`src/rtl/braille_timer_sched_pkg.sv`:
```
// Shared types and helpers for the trainer timer scheduler and its arbiter.
package braille_timer_pkg;

  typedef enum logic [1:0] {
    IDLE    = 2'd0,
    RESTART = 2'd1,
    COUNT   = 2'd2,
    DONE    = 2'd3
  } state_t;

  localparam int DEF_NUM_REQ = 4;
  localparam int DEF_SEC_W   = 4;
  localparam int MAX_REQ     = 8;

  function automatic logic [MAX_REQ-1:0] onehot(input logic [2:0] idx);
    onehot      = '0;
    onehot[idx] = 1'b1;
  endfunction

endpackage

```
`src/rtl/braille_timer_sched_rr_arbiter.sv`:
```
// Combinational round-robin pick: first set request at or above ptr, wrapping.
module rr_arbiter #(
  parameter int N = 4,
  localparam int IW = $clog2(N)
) (
  input  logic [N-1:0]  req,
  input  logic [IW-1:0] ptr,
  output logic [IW-1:0] idx,
  output logic          valid
);

  logic [IW:0] cand;

  // Scan from the farthest offset down so the nearest hit is written last.
  always_comb begin
    idx   = '0;
    valid = 1'b0;
    cand  = '0;
    for (int k = N - 1; k >= 0; k--) begin
      cand = {1'b0, ptr} + (IW + 1)'(k);
      if (cand >= (IW + 1)'(N)) cand = cand - (IW + 1)'(N);
      if (req[cand[IW-1:0]]) begin
        idx   = cand[IW-1:0];
        valid = 1'b1;
      end
    end
  end

endmodule

```
`src/rtl/braille_timer_sched.sv`:
```
// Grants the shared 1 s timer to one requester at a time and counts its delay.
module braille_timer_sched
  import braille_timer_pkg::*;
#(
  parameter int NUM_REQ = DEF_NUM_REQ,
  parameter int SEC_W   = DEF_SEC_W
) (
  input  logic                     clk,
  input  logic                     rst,
  input  logic [NUM_REQ-1:0]       req,
  input  logic [NUM_REQ*SEC_W-1:0] req_secs,
  input  logic                     tick_1s,
  output logic                     timer_rst_n,
  output logic [NUM_REQ-1:0]       gnt,
  output logic [NUM_REQ-1:0]       done,
  output logic                     busy,
  output logic [SEC_W-1:0]         secs_left
);

  localparam int IDX_W = $clog2(NUM_REQ);

  state_t             state_reg;
  logic [IDX_W-1:0]   idx_reg;
  logic [IDX_W-1:0]   ptr_reg;
  logic [IDX_W-1:0]   arb_idx;
  logic               arb_valid;
  logic [IDX_W-1:0]   next_ptr;
  logic [SEC_W-1:0]   pick_secs;
  logic [NUM_REQ-1:0] pick_oh;
  logic               owner_req;
  logic [SEC_W-1:0]   secs_arr [NUM_REQ];

  for (genvar gi = 0; gi < NUM_REQ; gi++) begin : g_secs
    assign secs_arr[gi] = req_secs[gi*SEC_W +: SEC_W];
  end

  rr_arbiter #(.N(NUM_REQ)) u_arb (
    .req   (req),
    .ptr   (ptr_reg),
    .idx   (arb_idx),
    .valid (arb_valid)
  );

  assign pick_secs = secs_arr[arb_idx];
  assign pick_oh   = NUM_REQ'(onehot(3'(arb_idx)));
  assign owner_req = req[idx_reg];
  assign next_ptr  = (idx_reg == IDX_W'(NUM_REQ - 1)) ? '0 : idx_reg + IDX_W'(1);

  always_ff @(posedge clk or posedge rst) begin
    if (rst) begin
      state_reg   <= IDLE;
      idx_reg     <= '0;
      ptr_reg     <= '0;
      gnt         <= '0;
      done        <= '0;
      busy        <= 1'b0;
      secs_left   <= '0;
      timer_rst_n <= 1'b1;
    end else begin
      done        <= '0;
      timer_rst_n <= 1'b1;
      case (state_reg)
        IDLE: begin
          if (arb_valid) begin
            idx_reg <= arb_idx;
            gnt     <= pick_oh;
            busy    <= 1'b1;
            if (pick_secs == '0) begin
              state_reg <= DONE;
              done      <= pick_oh;
              secs_left <= '0;
            end else begin
              state_reg   <= RESTART;
              timer_rst_n <= 1'b0;
              secs_left   <= pick_secs;
            end
          end
        end
        RESTART, COUNT: begin
          // Dropping the owner's request aborts, even against a coincident expiry.
          if (!owner_req) begin
            state_reg <= IDLE;
            gnt       <= '0;
            busy      <= 1'b0;
            secs_left <= '0;
            ptr_reg   <= next_ptr;
          end else if (state_reg == RESTART) begin
            state_reg <= COUNT;
          end else if (tick_1s && secs_left != '0) begin
            secs_left <= secs_left - SEC_W'(1);
            if (secs_left == SEC_W'(1)) begin
              state_reg <= DONE;
              done      <= gnt;
            end
          end
        end
        DONE: begin
          state_reg <= IDLE;
          gnt       <= '0;
          busy      <= 1'b0;
          secs_left <= '0;
          ptr_reg   <= next_ptr;
        end
        default: state_reg <= IDLE;
      endcase
    end
  end

endmodule

```
`config.mk`:
```
export PLATFORM = sky130hd
export DESIGN_NAME = braille_timer_sched
export DESIGN_NICKNAME = d
export VERILOG_FILES = /design/src/rtl/braille_timer_sched_pkg.sv /design/src/rtl/braille_timer_sched_rr_arbiter.sv /design/src/rtl/braille_timer_sched.sv
export SDC_FILE = /design/constraint.sdc
export NUM_CORES = 1
export LEC_CHECK = 0
export CORE_MARGIN = 3
export CORE_UTILIZATION = 43
export CTS_CLUSTER_DIAMETER = 80
export DETAILED_ROUTE_END_ITERATION = 10
export PLACE_DENSITY = 0.8
export REMOVE_ABC_BUFFERS = 1
export SLEW_MARGIN = 15
export SYNTH_ARGS = -nofsm -noshare
export SYNTH_HDL_FRONTEND = slang
export SYNTH_HIERARCHICAL = 1
export SYNTH_SLANG_ARGS = --single-unit
```
`constraint.sdc`:
```
create_clock -name clk -period 2.5 [get_ports clk]
set_input_delay 0.75 -clock clk [delete_from_list [all_inputs] [get_ports clk]]
set_output_delay 0.75 -clock clk [all_outputs]
set_load 0.01 [all_outputs]
```
==> impl_metrics.ini <==
[run_status]
status = finished with violations
violations = setup timing

[sta]
hold_violations = 0
slew_headroom_pct = 61.45
fin_skew_ps = 13.86
fin_hold_ws_ps = 532.4
worstMarginPinSlew_ps = 578.2
finalCritPeriodShare_pct = 100.7
drv_slew = 0
max_freq_mhz = 397.3
rsz0062_at_grt = true
setup_violations = 2
setup_tns_ps = -21.26
fin_ws_ps = -16.82
min_period_ps = 2517

[place]
dp_slack_ps = -833.6
hpwlAfterDp_um = 2794
dp_cells = 223
portBuffers = 36
place_congestion = 0.8655

[floorplan]
rows = 19
die_h_um = 62.06
initial_core_util_pct = 46.98
core_mm2 = 0.002877
dieArea_mm2 = 0.003851
die-width_um = 62.06
io_pins = 37

[detailed_routing]
drt-total-wl_um = 3637
num_vias = 1275
viasPerCell = 5.543
route.detailed.drc = 0
ant_nets = 0
wl_per_cell_um = 15.81
dr.pass1.iters = 4
detail_route.iter0.violations = 59

[pwr]
p_int_w = 0.001290
clockPowerShare_pct = 7.5
power_switching_w = 0.0009342
max-vdd-ir-drop_v = 0.0006052
comb_power_share_pct = 65.3
p_leak_nw = 0.8546
p_total_w = 0.002224
power.share.switching_pct = 42.01
power_frac_seq_pct = 27.2
p_per_area_mw_per_mm2 = 1118

[global_route]
grt_antenna_before_repair = 0
grt_max_degree = 21
grtUsageTotal_pct = 21.22
grt_pass1_vias = 1295
grt_pass1_wl_um = 5968
gr-total-overflow = 0

[clock_network]
cts_root_buffer = clkbuf_4
clock_latency_ps = 320
h-tree-depth = 1
hold_buffers = 0
numCtsBuffers = 3
clkSinkCount = 20
cts.reportedPaths.clkPinSlew_ps = 120
cts_tree = yes
cts_buffer_depth = 2

[yosys]
async_flop_share_pct = 100.0
synthFlopType = dfrtp_1
post-synth-top-area-cell = dfrtp_1
synth_area_leaders = dfrtp_1 (35%), ha_1 (7.4%), mux4_2 (6.7%), mux2i_1 (3.7%), nor2_1 (3.3%)
synth_top_area_share_pct = 35.19
synth_seq_cells = 20
netlist_area_mm2 = 0.001351
yosys_warnings = 6
synth_area_per_cell_um2 = 10.32
seq_area_frac_synth_pct = 37.13
synth_cells = 131
ys_types = 42
synth-edff-count = 0

[cells_and_area]
nNetsFinal = 220
area_growth_pct = 47.22
drive_gt1_share_pct = 27.66
fin_cells = 230
num_antenna_cells = 0
reg_top3 = done: 4 flops, gnt: 4 flops, secs_left: 4 flops

[setup_path]
timing.rr.end = done[3]
crit_type = primary input to flop
startpoint_type = primary input
r2r_cells = 7
end_kind = flop
r2r-start = ptr_reg[1]
required_ps = 2770
r2r_slack_ps = 20
critPathArrivalTime_ps = 2780
worst-path-max-fanout = 5

[worst_hold_path]
min_path_cells = 1
holdPathEnd = busy
min_from = busy
hold_class = flop to flop

[run]
cap_viol_max_count = 0
==> Yosys cell counts, types with 2 or more instances <==
cell / count
clkbuf_1: 5
mux2_2: 3
a22o_1: 3
nor4_1: 2
mux4_2: 4
a31oi_1: 3
nor3_1: 3
o21ai_0: 5
o32a_1: 2
a22oi_1: 2
inv_1: 7
o22ai_1: 2
mux2i_1: 5
nor2_1: 12
dfrtp_1: 19
ha_1: 8
nor4b_1: 2
nand2b_1: 4
a211oi_1: 2
nand2_1: 11
nor2b_1: 6
==> per-stage QoR <==
stage | area [um^2] | utilization [%]
6_report | 1989 | 69.16
3_5_place_dp | 1884 | 65.51
4_1_cts | 1969 | 68.46
2_1_floorplan | 1321 | -
5_1_grt | 1989 | 69.16
3_3_place_gp | 1884 | 65.51
==> layout by cell type (no fill, tap or decap), types with 2 or more instances in the layout <==
master,instances
inv_1,7
nor4_1,2
a31oi_1,3
clkdlybuf4s50_1,32
buf_2,2
o22ai_1,2
nor2b_1,6
a22o_1,3
nor2_2,2
o21ai_0,5
o32a_1,2
nand2b_1,3
mux2_2,3
buf_4,22
buf_6,2
nand2_1,10
nor3_1,3
nor4b_1,2
nor2_1,9
ha_1,8
dfrtp_1,18
a22oi_1,2
mux4_2,4
mux2i_1,5
clkbuf_4,3
==> power groups by stage <==
stage                     Sequential [W]  Combinational [W]  Clock [W]
after floorplan                 0.000603           0.000815          0
after global placement          0.000591            0.00133          0
after detailed placement        0.000600            0.00136          0
after CTS                       0.000597            0.00142   0.000174
after global routing            0.000626            0.00160   0.000185
final                           0.000605            0.00145   0.000168
==> worst max path at each step <==
stage,slack (ps),from,to,cells past startpoint
global route,-90,ptr_reg[1],done[3],7
CTS,-70,req[2],done[3],9
floorplan,-430,req[3],done[3],6
detailed placement,-830,req[3],done[3],8
global placement,-780,req[3],done[3],8
finish,-20,req[3],done[3],9
==> worst max-delay path, stage by stage <==
cell and delay (ps):
buf_6 100, buf_4 130, nand2b_1 180, a211oi_4 270, nor2_4 100, mux4_2 310, or4_4 570, nor3_4 180
a32o_2 190
==> area by class of cell <==
class	count	area [um^2]
clock buffers	4	26.28
fillers	216	887.1
inverters	7	26.28
multi-input cells	98	848.3
flip-flops and latches	20	503.0
well taps	42	52.55
repair buffers	59	533.0
==> metal layers <==
layer | vias up | track usage (%) | wire [um]
li1 | 602 | - | -
met1 | 623 | 27.47 | 1513
met2 | 43 | 35.80 | 1845
met3 | 7 | 4.752 | 216
met4 | 0 | 5.455 | 61
met5 | - | 0 | 0
==> cells by family (layout without fill, tap and decap cells) <==
family                     after synthesis  count (layout)  share of synthesized area [%]
DFF                                     20              20                          37.13
AOI/OAI and AO/OA                       30              30                          17.41
muxes                                   13              13                          14.82
and+or+nand+nor                         47              47                          19.07
adders and majority gates                8               8                          7.408
buffers and inverters                   13              70                          4.167
==> repair_timing <==
| action | CTS | global route |
|---|---|---|
| endpoints found under the setup margin | 8 | 5 |
| resized for setup | 30 | 4 |
| buffers inserted | 3 | 0 |
| gates cloned | 0 | 0 |
| pin swaps | 7 | 3 |
(Power assumes the default switching activity.)
